`src/rtl/glitch_pkg.sv`:
```
// Shared types and defaults for the glitch pulse generator.
package glitch_pkg;

  localparam int   CNT_W_DEF   = 16;
  localparam int   NUM_W_DEF   = 8;
  localparam logic ACT_LVL_DEF = 1'b1;

  typedef enum logic [1:0] {
    ST_IDLE  = 2'd0,
    ST_ARMED = 2'd1,
    ST_PULSE = 2'd2,
    ST_GAP   = 2'd3
  } state_t;

  function automatic logic inactive_lvl(input logic act);
    return ~act;
  endfunction

endpackage

```
`src/rtl/glitch_down_cnt.sv`:
```
// Loadable down-counter; is_one marks the last cycle of a loaded interval.
module glitch_down_cnt #(
  parameter int W = 16
) (
  input  logic         clk,
  input  logic         rst,
  input  logic         load,
  input  logic         dec,
  input  logic [W-1:0] load_val,
  output logic         is_one
);

  logic [W-1:0] cnt;

  always_ff @(posedge clk) begin
    if (rst)       cnt <= '0;
    else if (load) cnt <= load_val;
    else if (dec)  cnt <= cnt - W'(1);
  end

  assign is_one = (cnt == W'(1));

endmodule

```
`src/rtl/glitch_pulse.sv`:
```
// Burst glitch generator: once armed, a trigger strobe fires COUNT pulses of WIDTH
// active cycles separated by GAP idle cycles.
//   state | meaning
//   IDLE  | waiting for arm; config inputs are live
//   ARMED | config latched, waiting for trig
//   PULSE | glitch_out active, cycle counter runs the width
//   GAP   | glitch_out inactive between pulses
module glitch_pulse
  import glitch_pkg::*;
#(
  parameter int   CNT_W   = CNT_W_DEF,
  parameter int   NUM_W   = NUM_W_DEF,
  parameter logic ACT_LVL = ACT_LVL_DEF
) (
  input  logic             clk,
  input  logic             rst,
  input  logic             arm,
  input  logic             disarm,
  input  logic             trig,
  input  logic [CNT_W-1:0] width,
  input  logic [CNT_W-1:0] gap,
  input  logic [NUM_W-1:0] count,
  output logic             glitch_out,
  output logic             busy,
  output logic             done
);

  localparam logic INACT_LVL = inactive_lvl(ACT_LVL);

  state_t             state, state_nx;
  logic [CNT_W-1:0]   width_q, gap_q;
  logic [NUM_W-1:0]   count_q;
  logic               cfg_take;
  logic               cyc_load, cyc_dec, cyc_one;
  logic [CNT_W-1:0]   cyc_val;
  logic               pul_load, pul_dec, pul_one;
  logic               glitch_nx, busy_nx, done_nx;

  glitch_down_cnt #(.W(CNT_W)) u_cyc_cnt (
    .clk      (clk),
    .rst      (rst),
    .load     (cyc_load),
    .dec      (cyc_dec),
    .load_val (cyc_val),
    .is_one   (cyc_one)
  );

  glitch_down_cnt #(.W(NUM_W)) u_pul_cnt (
    .clk      (clk),
    .rst      (rst),
    .load     (pul_load),
    .dec      (pul_dec),
    .load_val (count_q),
    .is_one   (pul_one)
  );

  always_ff @(posedge clk) begin
    if (rst) begin
      state      <= ST_IDLE;
      width_q    <= '0;
      gap_q      <= '0;
      count_q    <= '0;
      glitch_out <= INACT_LVL;
      busy       <= 1'b0;
      done       <= 1'b0;
    end else begin
      state      <= state_nx;
      glitch_out <= glitch_nx;
      busy       <= busy_nx;
      done       <= done_nx;
      // zero-valued fields are promoted to 1 so the counters never wrap
      if (cfg_take) begin
        width_q <= (width == '0) ? CNT_W'(1) : width;
        gap_q   <= (gap   == '0) ? CNT_W'(1) : gap;
        count_q <= (count == '0) ? NUM_W'(1) : count;
      end
    end
  end

  always_comb begin
    state_nx = state;
    cfg_take = 1'b0;
    cyc_load = 1'b0;
    cyc_dec  = 1'b0;
    cyc_val  = width_q;
    pul_load = 1'b0;
    pul_dec  = 1'b0;
    case (state)
      ST_IDLE: begin
        if (arm && !disarm) begin
          cfg_take = 1'b1;
          state_nx = ST_ARMED;
        end
      end
      ST_ARMED: begin
        if (disarm) begin
          state_nx = ST_IDLE;
        end else if (trig) begin
          cyc_load = 1'b1;
          pul_load = 1'b1;
          state_nx = ST_PULSE;
        end
      end
      ST_PULSE: begin
        if (disarm) begin
          state_nx = ST_IDLE;
        end else if (cyc_one) begin
          if (pul_one) begin
            state_nx = ST_IDLE;
          end else begin
            cyc_load = 1'b1;
            cyc_val  = gap_q;
            state_nx = ST_GAP;
          end
        end else begin
          cyc_dec = 1'b1;
        end
      end
      ST_GAP: begin
        if (disarm) begin
          state_nx = ST_IDLE;
        end else if (cyc_one) begin
          cyc_load = 1'b1;
          pul_dec  = 1'b1;
          state_nx = ST_PULSE;
        end else begin
          cyc_dec = 1'b1;
        end
      end
      default: state_nx = ST_IDLE;
    endcase
  end

  always_comb begin
    glitch_nx = (state_nx == ST_PULSE) ? ACT_LVL : INACT_LVL;
    busy_nx   = (state_nx != ST_IDLE);
    done_nx   = (state == ST_PULSE) && !disarm && cyc_one && pul_one;
  end

endmodule

```
`config.mk`:
```
export PLATFORM = sky130hd
export DESIGN_NAME = glitch_pulse
export DESIGN_NICKNAME = d
export VERILOG_FILES = /design/src/rtl/glitch_pkg.sv /design/src/rtl/glitch_down_cnt.sv /design/src/rtl/glitch_pulse.sv
export SDC_FILE = /design/constraint.sdc
export NUM_CORES = 1
export LEC_CHECK = 0
export ABC_AREA = 1
export ABC_CLOCK_PERIOD_IN_PS = 1500
export BUFFER_PORTS_ARGS = -buffer_cell sky130_fd_sc_hd__buf_4
export CORE_AREA = 2 2 99 101
export CTS_CLUSTER_SIZE = 10
export DETAILED_ROUTE_END_ITERATION = 8
export DIE_AREA = 0 0 101 103
export PLACE_DENSITY_LB_ADDON = 0.15
export REMOVE_ABC_BUFFERS = 1
export SETUP_SLACK_MARGIN = 0.4
export SYNTH_ARGS = -nofsm -noshare
export SYNTH_HDL_FRONTEND = slang
export SYNTH_SLANG_ARGS = --single-unit
```
`constraint.sdc`:
```
create_clock -name clk -period 1.5 [get_ports clk]
set_input_delay 0 -clock clk [delete_from_list [all_inputs] [get_ports clk]]
set_output_delay 0 -clock clk [all_outputs]
set_load 0.05 [all_outputs]
```
Yosys cells after proc, flatten, opt, wreduce, memory -nomap -nowiden
Cells that the tools add are included.

Bits in registers: 69. Bits of input ports: 45. Word-level logic and storage cells: 66.

Add/subtract/negate cells: 2. Eq/ne operators: 6. Mux-type cells: 36. Reductions and logical operators: 13.

Operators with widths (count): $mux W16 (8); $logic_not A16 Y1 (2); $mux W8 (3); $eq A16 B1 Y1 const B (1); $mux W2 (8); $sub A16 B1 Y16 const B (1); $mux W1 (15); $eq A8 B1 Y1 const B (1); $logic_not A8 Y1 (1); $pmux W2 S4 (1); $sub A8 B1 Y8 const B (1); $eq A2 B2 Y1 const B (3); $reduce_bool A2 Y1 (3); $logic_and A1 B1 Y1 (4); $pmux W1 S3 (1); $eq A2 B1 Y1 const B (1); $logic_not A2 Y1 (1); $reduce_or A2 Y1 (1); $logic_not A1 Y1 (1).

Logic depth before layout (Yosys ltp)
Gate-level depths: netlist of run 1.

Word-level depth: 7. Mapped depth: 13.

Hierarchy
From an unflattened synthesis of run 1, not the netlist that was laid out.

Cells, all modules: 542. Area total of the unflattened synthesis: 3704.8 µm².

Modules (own cells, without submodules): glitch_pulse (instances 1, cells each 289, area each 2006.9 µm², seq. area each 900.9 µm²); glitch_down_cnt at u_cyc_cnt (instances 1, cells each 172, area each 1152.4 µm², seq. area each 320.3 µm²); glitch_down_cnt at u_pul_cnt (instances 1, cells each 81, area each 545.5 µm², seq. area each 160.2 µm²).

Worst setup path after synthesis of run 1
OpenSTA, ideal clock, no wires.

Path kind: register to register. From: reg u_pul_cnt.cnt[1]. To: reg u_cyc_cnt.cnt[9]. Setup time: 115 ps. Arrival: 1484 ps. Data required time: 1385 ps. Slack: -99 ps. Stages on the path, launching flop included: 11. Buffers on the path: 1. Clock period less this slack: 1599 ps. Path through: dfxtp_1 inv_1 ha_1 nor3b_1 nand2_2 inv_2 nor2_8 nor2_2 buf_6 nand3_1 and3_1.

Cells in the longest elaborated chain, start to end: 6.

Ends and longest elaborated chain: from (decl) (RTL line glitch_down_cnt.sv:13) `logic [W-1:0] cnt;`; from (signal assigned) (RTL line glitch_down_cnt.sv:17) `else if (load) cnt <= load_val;`; from (signal assigned) (RTL line glitch_down_cnt.sv:18) `else if (dec) cnt <= cnt - W'(1);`; $eq A8 B1 Y1 * (RTL line glitch_down_cnt.sv:21) `assign is_one = (cnt == W'(1));`; $mux W1 or $mux W16 (tied branches) (RTL line glitch_pulse.sv:108) `if (pul_one) begin`; $mux W1 or $mux W16 (tied branches) (RTL line glitch_pulse.sv:107) `end else if (cyc_one) begin`; $mux W1 or $mux W16 (tied branches) (RTL line glitch_pulse.sv:105) `if (disarm) begin`; $pmux W1 S3 or $mux W16 (tied branches) (RTL line glitch_pulse.sv:88) `case (state)`; $mux W16 or $reduce_bool A2 Y1 (tied branches); to (signal assigned) (RTL line glitch_down_cnt.sv:17); to (signal assigned) (RTL line glitch_down_cnt.sv:18); to (decl) (RTL line glitch_down_cnt.sv:13).

Every way passes the cells marked *; elsewhere a longest branch is shown, timed or not. A chain may end at the register's enable or synchronous reset.

Final worst setup path of run 1
From: reg u_cyc_cnt.cnt[1]. To: reg glitch_out.

Cells in the longest elaborated chain, start to end: 6.

Ends and longest elaborated chain: $eq A16 B1 Y1 * (RTL line glitch_down_cnt.sv:21); $mux W2 (on tied branches) (RTL line glitch_pulse.sv:122, glitch_pulse.sv:107); $mux W2 (on tied branches) (RTL line glitch_pulse.sv:120, glitch_pulse.sv:105); $pmux W2 S4 * (RTL line glitch_pulse.sv:88); $eq A2 B2 Y1 * (RTL line glitch_pulse.sv:135) `glitch_nx = (state_nx == ST_PULSE) ? ACT_LVL : INACT_LVL;`; $mux W1 * (RTL line glitch_pulse.sv:135); to (signal assigned) (RTL line glitch_pulse.sv:68) `glitch_out <= glitch_nx;`; to (decl) (RTL line glitch_pulse.sv:23) `output logic glitch_out,`.

Marked as above.

==> summary.md, run 1 <==
| Metric | Value |
|---|---|
| Final HPWL DP | `7380 um` |
| Antenna-violating nets left | `0` |
| Largest net degree at the start of global routing | `44` |
| Ant diodes | `0` |
| Max cap viols | `0` |
| Final Max Slew Viols | `0` |
| Latest clock arrival within the worst-skew pair | `0.37 ns` |
| Worst-Margin Slew | `0.530 ns` |
| Yosys warns | `0` |
| EDFF count, synth | `0` |
| Crit path time final | `1.71 ns` |
| Die Area | `10400 um2` |
| Highest clock rate | `586 MHz` |
| CTS max path bufs | `2` |
| Max IR drop VDD | `0.608 mV` |
| Sequential fraction of the synthesis area | `37.5%` |
| Avg Inst Size Synth | `6.98 um2` |
| Pre-antenna DRT Iters | `4` |
| WS Path Type | `flop to flop` |
| Synthesized cell area | `3680 um2` |
| Worst EP arrival | `1.95 ns` |
| Core Util, Final | `66.6%` |
| #FFs+latches synth | `69` |
| Ys flop type | `dfxtp_1` |
| Final Hold Violating Endpoints | `0` |
| CTS root buf | `clkbuf_8` |
| GPL Wtd Cong | `0.856` |
| Num CTS Buffers | `9` |
| H-tree depth | `3` |
| Core area | `9460 um2` |
| CTS tree | `yes` |
| Fillcell total | `750` |
| Critical Path Sink Type | `flop` |
| Final std cells w/o fill | `836` |
| Placed cell count | `744` |
| GRT Resource Usage Total | `24.7%` |
| Max Fanout on Critical Path | `5` |
| Synth cell types | `40` |
| Status | `finished, violations left` |
| WL/cell | `14.6 um` |
| Initial core utilization | `38.9%` |
| Failing checks | `negative setup slack` |
| Clock Pin Slew Worst Setup and Hold Paths | `0.08 ns` |
| Routed via count | `4144` |
| Initial antenna violation count | `0` |
| Port Buf Inserts | `47` |
| RSZ-0062 raised after global routing | `true` |
| Core Rows | `36` |
| Final WS setup | `-0.207 ns` |
| Most frequent cells in the layout | `buf_4 (126), nand2_1 (105), dfxtp_1 (61), nor2_1 (45), inv_1 (42)` |
| Power per cell area | `777 nW/um2` |
| Commonest non-fill, non-tap cell in the layout | `buf_4` |
| Die Height | `103 um` |
| DRT Wirelength | `12200 um` |
| First-pass GRT wire length | `19800 um` |
| Starting DRT DRC Count | `196` |
| Top cells by area, synth | `dfxtp_1 (38%), nand2_1 (15%), nor2_1 (6.0%)` |
| Share of the synthesized area in the top cell type | `37.5%` |
| Hold WC Path Type | `input port to flop` |
| Worst Skew | `0.0165 ns` |
| Pleak | `2.94 nW` |
| Share of flip-flops with an asynchronous set or reset | `0%` |
| Vias in the first global route | `4149` |
| Drc violations | `0` |
| Req. time, crit path | `1.74 ns` |
| Critical Path Start Type | `flop` |
| Ports | `48` |
| Area delta synth->final | `71.1%` |
| Final worst-path cycle share | `114%` |
| Die W | `101 um` |
| Clock Sinks | `69` |
| Final setup violation count | `42` |
| Post-Syn Instances | `527` |
| Final layout net count | `766` |
| Fraction of layout cells with a size suffix above 1 | `42.9%` |
| Largest area contributor in the netlist | `dfxtp_1` |
| Via density per instance | `4.96` |
| Rel. slew slack | `64.3%` |
| Overflow after GRT | `0` |
[where the power goes]
part           internal [mW]  switching, mW
Clock                  0.903          0.754
Sequential              1.92         0.0619
Combinational          0.643          0.611
Total                   3.47           1.43
[cell type report]
cell class              count  area (um2)  share of cell area [%]
repair buffers            199        1920                    30.4
well taps                 114         143                    2.27
flip-flops and latches     69        1390                    22.1
clock inverters             3        42.5                   0.676
inverters                  57         238                    3.78
multi-input cells         381        2400                    38.1
clock buffers              13         169                    2.68
[critical path, cell delays in order (launching register included)]
cell and delay, ns:
dfxtp_2 0.32, inv_2 0.07, ha_4 0.13, nand2_4 0.05, nor2_4 0.12, buf_4 0.14
nand4_4 0.20, buf_4 0.21, buf_4 0.13, nand4_2 0.08, buf_4 0.11, nor3_2 0.03
[routing by layer]
layer / up-vias / GRT usage [%] / part of all wire [%]
met5: - / 0 / 0
met4: 0 / 12.5 / 3.3
met3: 28 / 5.56 / 4.3
met2: 105 / 41.4 / 47
met1: 1916 / 29.8 / 45
li1: 2095 / - / -
[cells in the mapped netlist (2+ instances only)]
cell type  number
nand2_1       147
dfxtp_1        69
nor2_1         59
inv_1          48
nand3_1        35
a21oi_1        31
o21ai_0        20
clkbuf_1       13
a211oi_1       11
nor4_1          9
xor2_1          9
inv_2           8
nand2_2         6
nor3_1          6
buf_6           5
ha_1            4
nand3_2         4
nand4_1         4
nor2_2          4
a22oi_1         3
and3_1          3
nor2_4          3
nor2_8          3
a31oi_1         2
buf_2           2
nand2_4         2
nand3b_1        2
o21ai_1         2
xnor2_1         2
[registers in the layout, indices dropped and copies added, names as in the netlist]
name           count
gap_q             16
u_cyc_cnt.cnt     16
width_q           16
count_q            8
u_pul_cnt.cnt      8
state              2
busy               1
done               1
glitch_out         1
[stage by stage]
step / hold WS, ns / setup slack, ns / power [mW] / cell area [um2] / setup TNS [ns]
finish: 0.0935 / -0.207 / 4.90 / 6300 / -3.85
global route: 0.104 / -0.298 / 5.11 / 6300 / -9.04
CTS: 0.0825 / -0.177 / 4.79 / 6050 / -2.89
detailed placement: 0.233 / -0.245 / 2.85 / 4670 / -4.92
global placement: 0.228 / -0.234 / 2.85 / 4670 / -4.30
floorplan: 0.0691 / -0.973 / 2.46 / 3550 / -33.36
[timing repair]
item / CTS / global route
gates cloned: 10 / 0
hold endpoints to repair: 40 / 0
buffers inserted: 16 / 10
hold buffers: 40 / 0
resized for setup: 127 / 51
pin swaps: 34 / 16
setup endpoints to repair: 69 / 69
[final timing paths]
kind,start,to,slack (ns),cells after the start
hold / removal,width[12],width_q[0],0.09,5
setup reg to reg,u_cyc_cnt.cnt[1],glitch_out,-0.21,11
hold reg to reg,u_pul_cnt.cnt[4],u_pul_cnt.cnt[4],0.47,2
setup / recovery,u_cyc_cnt.cnt[1],glitch_out,-0.21,11
[cell families after synthesis]
group / synth area share, %
adders and majority gates: 1.36
buffers and inverters: 9.42
AOI/OAI and AO/OA: 10.8
DFF: 37.5
xor gates and xnor gates: 2.62
and+or+nand+nor: 38.2
No activity file was read; power rests on OpenSTA's default activity.
==> run 2, diff against run 1 <==
==> config.mk (replaced) <==
export PLATFORM = sky130hd
export DESIGN_NAME = glitch_pulse
export DESIGN_NICKNAME = d
export VERILOG_FILES = /design/src/rtl/glitch_pkg.sv /design/src/rtl/glitch_down_cnt.sv /design/src/rtl/glitch_pulse.sv
export SDC_FILE = /design/constraint.sdc
export NUM_CORES = 1
export LEC_CHECK = 0
export ABC_CLOCK_PERIOD_IN_PS = 1500
export CORE_AREA = 2 2 93 95
export CTS_CLUSTER_SIZE = 10
export DETAILED_ROUTE_END_ITERATION = 8
export DIE_AREA = 0 0 95 97
export DONT_BUFFER_PORTS = 1
export PLACE_DENSITY_LB_ADDON = 0.15
export REMOVE_ABC_BUFFERS = 1
export SYNTH_ARGS = -nofsm -noshare
export SYNTH_HDL_FRONTEND = slang
export SYNTH_SLANG_ARGS = --single-unit
==> summary.md, run 2 <==
| Metric | Value |
|---|---|
| Logic gate share of total power | `20.1% (-5.5 points)` |
| Latest clock arrival within the worst-skew pair | `0.34 ns (-0.03 ns)` |
| Routed via count | `3521 (-15%)` |
| Final Max Slew Viols | `0 (unchanged)` |
| Share of the synthesized area in the top cell type | `42.7% (+5.2 points)` |
| First-pass GRT wire length | `16600 um (-16%)` |
| Internal power | `3.16 mW (-8.9%)` |
| WL/cell | `17.3 um (+19%)` |
| Antenna-violating nets left | `0 (unchanged)` |
| H-tree depth | `3 (unchanged)` |
| Top cells by area, synth | `dfxtp_1 (43%), a21oi_1 (10%), nand2_1 (10%)` |
| Ys flop type | `dfxtp_1` |
| Synth cell types | `49 (+23%)` |
| Area after DPL | `3840 um2 (-18%)` |
| Rel. slew slack | `68.5% (+4.2 points)` |
| Reg power frac | `45.6% (+5.1 points)` |
| Final layout net count | `581 (-24%)` |
| Highest clock rate | `457 MHz (-22%)` |
| Commonest non-fill, non-tap cell in the layout | `nand2_1` |
| DRT Wirelength | `11100 um (-8.5%)` |
| Pleak | `1.93 nW (-34%)` |
| Critical Path Start Type | `flop` |
| Sequential fraction of the synthesis area | `42.7% (+5.2 points)` |
| GRT Resource Usage Total | `23.1% (-1.6 points)` |
| Worst-Margin Slew | `0.472 ns (-0.0584 ns)` |
| Die Area | `9220 um2 (-11%)` |
| Critical Path Sink Type | `flop` |
| GPL Wtd Cong | `0.900 (+5.1%)` |
| Clock Sinks | `69 (unchanged)` |
| Core area | `8130 um2 (-14%)` |
| Fraction of layout cells with a size suffix above 1 | `37.8% (-5.1 points)` |
| Worst Skew | `0.0104 ns (-0.00606 ns)` |
| Port Buf Inserts | `0 (-100%)` |
| Final WS setup | `-0.691 ns (-0.483 ns)` |
| Largest regs | `gap_q: 16 flops, u_cyc_cnt.cnt: 16 flops, width_q: 16 flops` |
| Most frequent cells after synthesis | `nand2_1 (89), dfxtp_1 (69), a21oi_1 (67)` |
| Clock Pin Slew Worst Setup and Hold Paths | `0.07 ns (about the same)` |
| Final worst-path cycle share | `146% (+32 points)` |
| Status | `finished, violations left` |
| Hold WC Path Type | `input port to flop` |
| Final HPWL DP | `7040 um (-4.6%)` |
| Core Rows | `33 (-8.3%)` |
| Initial antenna violation count | `0 (unchanged)` |
| Core Util, Final | `63.6% (-3.0 points)` |
| Tot Pwr | `4.33 mW (-11%)` |
| Count leader, synth | `nand2_1` |
| Die W | `95 um (-5.9%)` |
| #FFs+latches synth | `69 (unchanged)` |
| NetSw | `1.17 mW (-18%)` |
| Failing checks | `negative setup slack` |
| Max cap viols | `0 (unchanged)` |
| CTS max path bufs | `2 (unchanged)` |
| Power share of the clock group | `34.3% (+0.5 points)` |
| Starting DRT DRC Count | `203 (+3.6%)` |
| Post-Syn Instances | `415 (-21%)` |
| Power per cell area | `838 nW/um2 (+7.8%)` |
| Fin area | `5170 um2 (-18%)` |
| Req. time, crit path | `1.74 ns (about the same)` |
| Share of flip-flops with an asynchronous set or reset | `0% (unchanged)` |
| Max IR drop VDD | `0.436 mV (-28%)` |
| Initial core utilization | `39.8% (+0.86 points)` |
| Most frequent cells in the layout | `nand2_1 (78), buf_4 (66), dfxtp_1 (64), a21oi_1 (49), dlygate4sd3_1 (40)` |
| Final Hold Violating Endpoints | `0 (unchanged)` |
| RSZ-0062 raised after global routing | `true` |
| Num CTS Buffers | `9 (unchanged)` |
| Vias in the first global route | `3424 (-17%)` |
| Ports | `48 (unchanged)` |
| CTS tree | `yes` |
| Final setup violation count | `29 (-31%)` |
| Critical path cell sequence | `or4_4 -> nor4_4 -> buf_4 -> and4b_2 -> nand2_2 -> and3_4 -> a2111oi_4` |
| Worst EP arrival | `2.43 ns (+0.48 ns)` |
| CTS root buf | `clkbuf_8` |
| Buf+Inv Stages, Crit Path | `1 (-4)` |
| Avg Inst Size Synth | `7.80 um2 (+12%)` |
| Max stage delay cell, worst path | `or4_4` |
| EDFF count, synth | `0 (unchanged)` |
| R2R setup slack | `-0.69 ns (-0.48 ns)` |
| Ant diodes | `0 (unchanged)` |
| Yosys warns | `0 (unchanged)` |
| Synthesized cell area | `3240 um2 (-12%)` |
| Largest area contributor in the netlist | `dfxtp_1` |
| Overflow after GRT | `0 (unchanged)` |
| Final setup TNS | `-16.49 ns (-12.64 ns)` |
| CP max stage delay | `0.55 ns (+0.23 ns)` |
| Pre-antenna DRT Iters | `4 (unchanged)` |
| Crit path max-delay family | `simple AND/OR/NAND/NOR gates` |
| Largest net degree at the start of global routing | `64 (+45%)` |
| Switch share | `27.1% (-2.1 points)` |
| Drc violations | `0 (unchanged)` |
| Crit path time final | `2.19 ns (+0.483 ns)` |
| Die Height | `97 um (-5.8%)` |
| WS Path Type | `flop to flop` |
| Via density per instance | `5.48 (+11%)` |
| Area delta synth->final | `59.9%` |
| Max Fanout on Critical Path | `4 (-1)` |
run 2: changes by cell type after synthesis, sizes merged, moves of 5 or more:
cell,delta
xor2,-8
nor2,-41
xnor2,+5
nand3,-34
or4,+10
clkbuf,+6
nand4,-5
a21oi,+35
o21ai,-5
nand2,-67
a211oi,-8
inv,-47
nor4,+6
run 2: cells by family (layout without fill, tap and decap cells):
kind of cell    after synthesis  in the layout  share of synthesized area (%)
compound gates              116            116                           21.4
xor+xnor                      8              8                           2.17
fa+ha+maj                     4              4                           1.55
buf+inv                      35            157                           4.56
flops                        69             69                           42.7
mux                           2              2                          0.696
simple gates                181            181                           27.0
run 2: final timing paths:
path / startpoint / to / cells past startpoint
setup reg to reg: u_cyc_cnt.cnt[11] / u_cyc_cnt.cnt[2] / 7
hold / removal: width[7] / width_q[0] / 3
setup / recovery: u_cyc_cnt.cnt[11] / u_cyc_cnt.cnt[2] / 7
hold reg to reg: width_q[11] / width_q[11] / 2
run 2: power groups by stage:
stage	combinational (mW)	clock (mW)	sequential, mW
final	0.872	1.49	1.98
after global routing	0.937	1.60	1.98
after CTS	0.716	1.52	1.97
after detailed placement	0.527	0	2.01
after global placement	0.521	0	2.01
after floorplan	0.288	0	2.00
run 2: routing by layer:
layer / up-vias / global-route usage (%) / part of all wire [%]
li1: 1727 / - / -
met1: 1674 / 28.6 / 41
met2: 94 / 39.4 / 52
met3: 26 / 4.13 / 4.4
met4: 0 / 8.14 / 2.8
met5: - / 0 / 0
run 2: metrics by stage:
| step | cells | hold slack (ns) | worst slack, ns |
|---|---|---|---|
| floorplan | 390 | 0.0689 | -1.06 |
| global placement | 571 | 0.0763 | -0.718 |
| detailed placement | 571 | 0.0769 | -0.772 |
| CTS | 630 | 0.000320 | -0.698 |
| global route | 642 | 0.00845 | -0.763 |
| finish | 642 | 0.0151 | -0.691 |
run 2: area by class of cell:
class / instances / area (um2)
Clock buffer: 12 / 145
Sequential cell: 69 / 1390
Multi-Input combinational cell: 311 / 2190
Clock inverter: 4 / 47.5
Timing Repair Buffer: 131 / 1230
Tap cell: 105 / 131
Inverter: 10 / 40.0
Fill cell: 665 / 2960
run 2: worst register-to-register path, cell delays in order (launching register included):
cell	delay, ns
dfxtp_1	0.32
or4_4	0.55
nor4_4	0.35
buf_4	0.20
and4b_2	0.26
nand2_2	0.09
and3_4	0.17
a2111oi_4	0.17
run 2: what timing repair did:
item / in CTS / in global routing
pin swaps: 22 / 33
resized for setup: 70 / 80
hold endpoints to repair: 68 / 0
setup buffers: 3 / 11
cloned: 0 / 1
setup endpoints to repair: 68 / 69
hold buffers: 41 / 0
